### src/rtl/av_arb_pkg.sv
// Shared types and constants for the FETCH Avalon master arbiter.
package av_arb_pkg;

  typedef enum logic [1:0] {StIdle, StBus, StDone} state_e;

  localparam int unsigned TimeoutCyclesDefault = 255;

  // Avalon slave map of the FETCH system
  localparam logic [15:0] JTAG_UART_DATA = 16'h0100;
  localparam logic [15:0] JTAG_UART_CTRL = 16'h0104;
  localparam logic [15:0] LED_REG        = 16'h0200;

endpackage

### src/rtl/av_master_arbiter_rr.sv
// Two-way round-robin grant: a lone request wins, a tie goes to the one not served last.
module rr_arbiter2
  import av_arb_pkg::*;
(
  input  logic [1:0] valid,
  input  logic       last_grant,
  output logic       grant
);

  always_comb begin
    grant = 1'b0;
    case (valid)
      2'b10:   grant = 1'b1;
      2'b11:   grant = ~last_grant;
      default: grant = 1'b0;
    endcase
  end

endmodule

### src/rtl/av_master_arbiter.sv
// Round-robin sequencer for the single Avalon-MM master port; one transfer at a time.
// Optional bus timeout enabled by defining AV_TIMEOUT_EN.
module av_master_arbiter
  import av_arb_pkg::*;
#(
  parameter int unsigned ADDR_W         = 16,
  parameter int unsigned DATA_W         = 16,
  parameter int unsigned TIMEOUT_CYCLES = TimeoutCyclesDefault
) (
  input  logic                  clk,
  input  logic                  reset,
  input  logic [1:0]            req_valid,
  input  logic [1:0]            req_write,
  input  logic [2*ADDR_W-1:0]   req_addr,
  input  logic [2*DATA_W-1:0]   req_wdata,
  output logic [1:0]            req_done,
  output logic [DATA_W-1:0]     rsp_rdata,
  output logic                  rsp_error,
  output logic [ADDR_W-1:0]     av_address,
  output logic                  av_read,
  output logic                  av_write,
  output logic [DATA_W-1:0]     av_writedata,
  input  logic [DATA_W-1:0]     av_readdata,
  input  logic                  av_waitrequest
);

  state_e              state_q;
  logic                last_grant_q;
  logic                grant_q;
  logic [1:0]          req_done_q;
  logic                av_read_q;
  logic                av_write_q;
  logic [ADDR_W-1:0]   av_address_q;
  logic [DATA_W-1:0]   av_writedata_q;
  logic [DATA_W-1:0]   rsp_rdata_q;

  logic                arb_grant;
  logic                sel_write;
  logic [ADDR_W-1:0]   sel_addr;
  logic [DATA_W-1:0]   sel_wdata;
  logic                timed_out;

  rr_arbiter2 u_rr_arbiter2 (
    .valid      (req_valid),
    .last_grant (last_grant_q),
    .grant      (arb_grant)
  );

  assign sel_write = req_write[arb_grant];
  assign sel_addr  = arb_grant ? req_addr[2*ADDR_W-1:ADDR_W] : req_addr[ADDR_W-1:0];
  assign sel_wdata = arb_grant ? req_wdata[2*DATA_W-1:DATA_W] : req_wdata[DATA_W-1:0];

`ifdef AV_TIMEOUT_EN
  localparam int unsigned CntW = (TIMEOUT_CYCLES > 255) ? $clog2(TIMEOUT_CYCLES + 1) : 8;
  logic [CntW-1:0] cnt_q;
  logic            rsp_error_q;

  // cnt_q counts stalled BUS edges already seen; abort on the last allowed one
  assign timed_out = av_waitrequest && (cnt_q == CntW'(TIMEOUT_CYCLES - 1));
  assign rsp_error = rsp_error_q;
`else
  logic unused_timeout;
  assign unused_timeout = ^TIMEOUT_CYCLES;
  assign timed_out      = 1'b0;
  assign rsp_error      = 1'b0;
`endif

  always_ff @(posedge clk) begin
    if (reset) begin
      state_q        <= StIdle;
      last_grant_q   <= 1'b1;
      grant_q        <= 1'b0;
      req_done_q     <= '0;
      av_read_q      <= 1'b0;
      av_write_q     <= 1'b0;
      av_address_q   <= '0;
      av_writedata_q <= '0;
      rsp_rdata_q    <= '0;
`ifdef AV_TIMEOUT_EN
      cnt_q          <= '0;
      rsp_error_q    <= 1'b0;
`endif
    end else begin
      unique case (state_q)
        StIdle: begin
          if (|req_valid) begin
            grant_q        <= arb_grant;
            av_read_q      <= ~sel_write;
            av_write_q     <= sel_write;
            av_address_q   <= sel_addr;
            av_writedata_q <= sel_wdata;
`ifdef AV_TIMEOUT_EN
            cnt_q          <= '0;
`endif
            state_q        <= StBus;
          end
        end
        StBus: begin
          if (!av_waitrequest || timed_out) begin
            if (!av_waitrequest) begin
              if (av_read_q) rsp_rdata_q <= av_readdata;
            end else begin
              rsp_rdata_q <= '1;
            end
`ifdef AV_TIMEOUT_EN
            rsp_error_q  <= av_waitrequest;
`endif
            av_read_q    <= 1'b0;
            av_write_q   <= 1'b0;
            req_done_q   <= grant_q ? 2'b10 : 2'b01;
            last_grant_q <= grant_q;
            state_q      <= StDone;
          end
`ifdef AV_TIMEOUT_EN
          else begin
            cnt_q <= cnt_q + 1'b1;
          end
`endif
        end
        StDone: begin
          // requests are deliberately not sampled here so a just-served one cannot re-win
          req_done_q <= '0;
          state_q    <= StIdle;
        end
        default: state_q <= StIdle;
      endcase
    end
  end

  assign req_done     = req_done_q;
  assign rsp_rdata    = rsp_rdata_q;
  assign av_address   = av_address_q;
  assign av_read      = av_read_q;
  assign av_write     = av_write_q;
  assign av_writedata = av_writedata_q;

endmodule

### config.mk
export PLATFORM = sky130hd
export DESIGN_NAME = av_master_arbiter
export DESIGN_NICKNAME = d
export VERILOG_FILES = /design/src/rtl/av_arb_pkg.sv /design/src/rtl/av_master_arbiter_rr.sv /design/src/rtl/av_master_arbiter.sv
export SDC_FILE = /design/constraint.sdc
export NUM_CORES = 1
export LEC_CHECK = 0
export ABC_AREA = 1
export CAP_MARGIN = 20
export CORE_ASPECT_RATIO = 1.75
export CORE_MARGIN = 2
export CORE_UTILIZATION = 40
export DETAILED_ROUTE_END_ITERATION = 8
export PLACE_DENSITY = 0.81
export RECOVER_POWER = 100
export SKIP_CTS_REPAIR_TIMING = 1
export SYNTH_ARGS = -nofsm -noshare
export SYNTH_HDL_FRONTEND = slang
export SYNTH_SLANG_ARGS = --single-unit
### constraint.sdc
create_clock -name clk -period 3.15 [get_ports clk]
set_input_delay 0.315 -clock clk [delete_from_list [all_inputs] [get_ports clk]]
set_output_delay 0.315 -clock clk [all_outputs]
set_load 0.01 [all_outputs]
==> results.cfg <==
[logic_synthesis]
ys_types = 22
syn-num-nets = 515
ys_warn_count = 0
avgSynthCellArea_sq_um = 6.31
syn_inst = 428
synth-seq-area-share_pct = 41.5
ys_ff_latch = 56
syn-cell-area_sq_mm = 0.00270

[finish]
drive_gt1_share_pct = 3.07
stdcell_area_sq_mm = 0.00421
area_growth_pct = 56.0
final_cell_mix = nor2_1 (132), nand2_1 (109), clkdlybuf4s50_1 (84), dfxtp_1 (56), inv_1 (55)
final_core_util_pct = 64.4
nFillCells = 601
nNetsFinal = 641
layout_commonest_cell = nor2_1
antenna_cells = 0

[clock_tree]
clock_insertion_delay_worst_skew_ps = 290
htreeDepth = 2
cts_tree = built
root_buffer = clkbuf_16
cts_buffers = 5
cts_sinks = 56
clockBufferDepth = 2
clk_pin_slew_ps = 70

[setup_path]
path_cells = dlygate4sd3_1 -> nor2_1 -> nor2_2 -> buf_12 -> nand2_1 -> nor2_1 -> nor2_1
r2r_cells = 7
critPathKind = input port to flop
worstPathArrival_ps = 2420
critical_path.max_stage_delay_ps = 890
crit_start = req_valid[1]
critPathSlowestCell = nor2_2
critPathMostFrequentCell = nor2_1
path_max_fanout = 34
cp-endpoint = av_address[14]
reg2reg_to = av_address[14]
r2r_start = state_q[1]
reg2reg_setup_slack_ps = 1200
cp.required_ps = 3340
end_kind = flop
crit_path_start_kind = input port

[global_route]
antenna_found_initial = 0
grtUsageTotal_pct = 18.9
grt_pass1_vias = 2737
grt_first_pass_wirelength_microns = 11300
grt_max_degree = 35
grt_overflow = 0

[detailed_routing]
via_count = 2854
antenna_left = 0
first_pass_iters = 4
drt-vias-per-instance = 4.49
drt_iter0_markers = 131
drc = 0
wl_per_cell_microns = 11.1
wl_microns = 7070

[pwr]
power_density_mw_per_mm2 = 461
power.total_w = 0.00194
ir_drop_mv = 0.287
p_leak_nw = 2.15

[sta]
rsz0062_at_grt = false
finalCritPeriodShare_pct = 71.1
layout_min_cycle_time_ps = 2240
slew_headroom_pct = 23.0
finalSetupViolations = 0
slew_violations = 0
whs_ps = 472
worstMarginPinSlew_ps = 1150
setup-tns-final_ps = 0
final-hold-violation-count = 0
fmax_mhz = 447
fin_skew_ps = 3.02

[floorplan]
die-area_sq_mm = 0.00745
io_pins = 140
die_x_microns = 66.1
initial_core_util_pct = 41.3
core_area_sq_mm = 0.00654
rows = 39
die_y_microns = 113

[flow_run]
cap_violations = 0

[worst_hold_path]
min_path_type = flop to flop

[placement]
hpwl_microns = 5530
placed_area_sq_mm = 0.00405
io_buffers = 138
routabilityCongestion = 0.774

[status]
status = finished clean
==> synthesized netlist by cell type <==
master    number  area, sq um
o21ai_1        8         40.0
nor2_1       132          495
clkbuf_8       1         13.8
o21ai_0       24          120
nand2_2        1         6.26
nor2_2         1         6.26
buf_4          7         52.6
nand2_1      110          413
inv_2          2         7.51
nor2_4         1         11.3
nand3_1        7         35.0
buf_6          2         22.5
conb_1         1         3.75
a21oi_1        5         25.0
buf_1          1         3.75
clkbuf_1       6         22.5
dfxtp_1       56         1120
nand3b_4       1         20.0
inv_1         55          206
buf_2          2         10.0
nor3_1         1         5.00
buf_8          4         60.1
==> cell type report <==
type                    count  area (sq um)  area share, %
well taps                  82           103           2.44
clock buffers               5           125           2.97
repair buffers            142          1420           33.8
multi-input cells         292          1170           27.7
flip-flops and latches     56          1120           26.6
inverters                  57           214           5.08
clock inverters             2          60.1           1.43
==> kinds of logic (layout without fill, tap and decap cells) <==
logic type / Yosys count / in the layout / synth area share (%)
flops: 56 / 56 / 41.5
compound gates: 37 / 37 / 6.86
buf+inv: 80 / 206 / 14.8
other cells: 1 / 1 / 0.139
simple gates: 254 / 254 / 36.7
==> metal layers <==
metal	vias to the layer above	wire length, microns	GRT usage, %
li1	1505	-	-
met1	1230	2740	19.8
met2	104	3700	35.7
met3	15	434	2.98
met4	0	191	7.89
met5	-	0	0
==> sequential cells by signal, indices dropped and copies added (netlist names) <==
signal and flops:
av_address 16, av_writedata 16, rsp_rdata 16, req_done 2, state_q 2, av_read 1
av_write 1, grant_q 1, last_grant_q 1
==> power by group <==
part | switching [W] | internal (W)
clock network | 0.000237 | 0.000451
registers | 0.0000304 | 0.000771
logic | 0.000215 | 0.000240
total | 0.000482 | 0.00146
==> per-stage QoR <==
| stage | std cells | setup slack, ps |
|---|---|---|
| floorplan | 428 | 2040 |
| global placement | 629 | 1060 |
| detailed placement | 629 | 972 |
| CTS | 636 | 1270 |
| global route | 636 | 703 |
| finish | 636 | 912 |
==> critical path, delay by kind of cell <==
| kind | cells | cell delay (ps) |
|---|---|---|
| and+or+nand+nor | 5 | 1190 |
| buffers and inverters | 2 | 900 |
==> worst min path at each step <==
stage                             start            end  slack, ps  cells after the start
after detailed placement    req_done[0]    req_done[0]        460                      2
final                       req_done[0]    req_done[0]        470                      2
after floorplan                   reset       av_write        380                      1
after global routing      rsp_rdata[10]  rsp_rdata[10]        500                      2
after global placement      req_done[0]    req_done[0]        450                      2
after CTS                   req_done[0]    req_done[0]        470                      2
No activity file was read; power rests on OpenSTA's default activity.
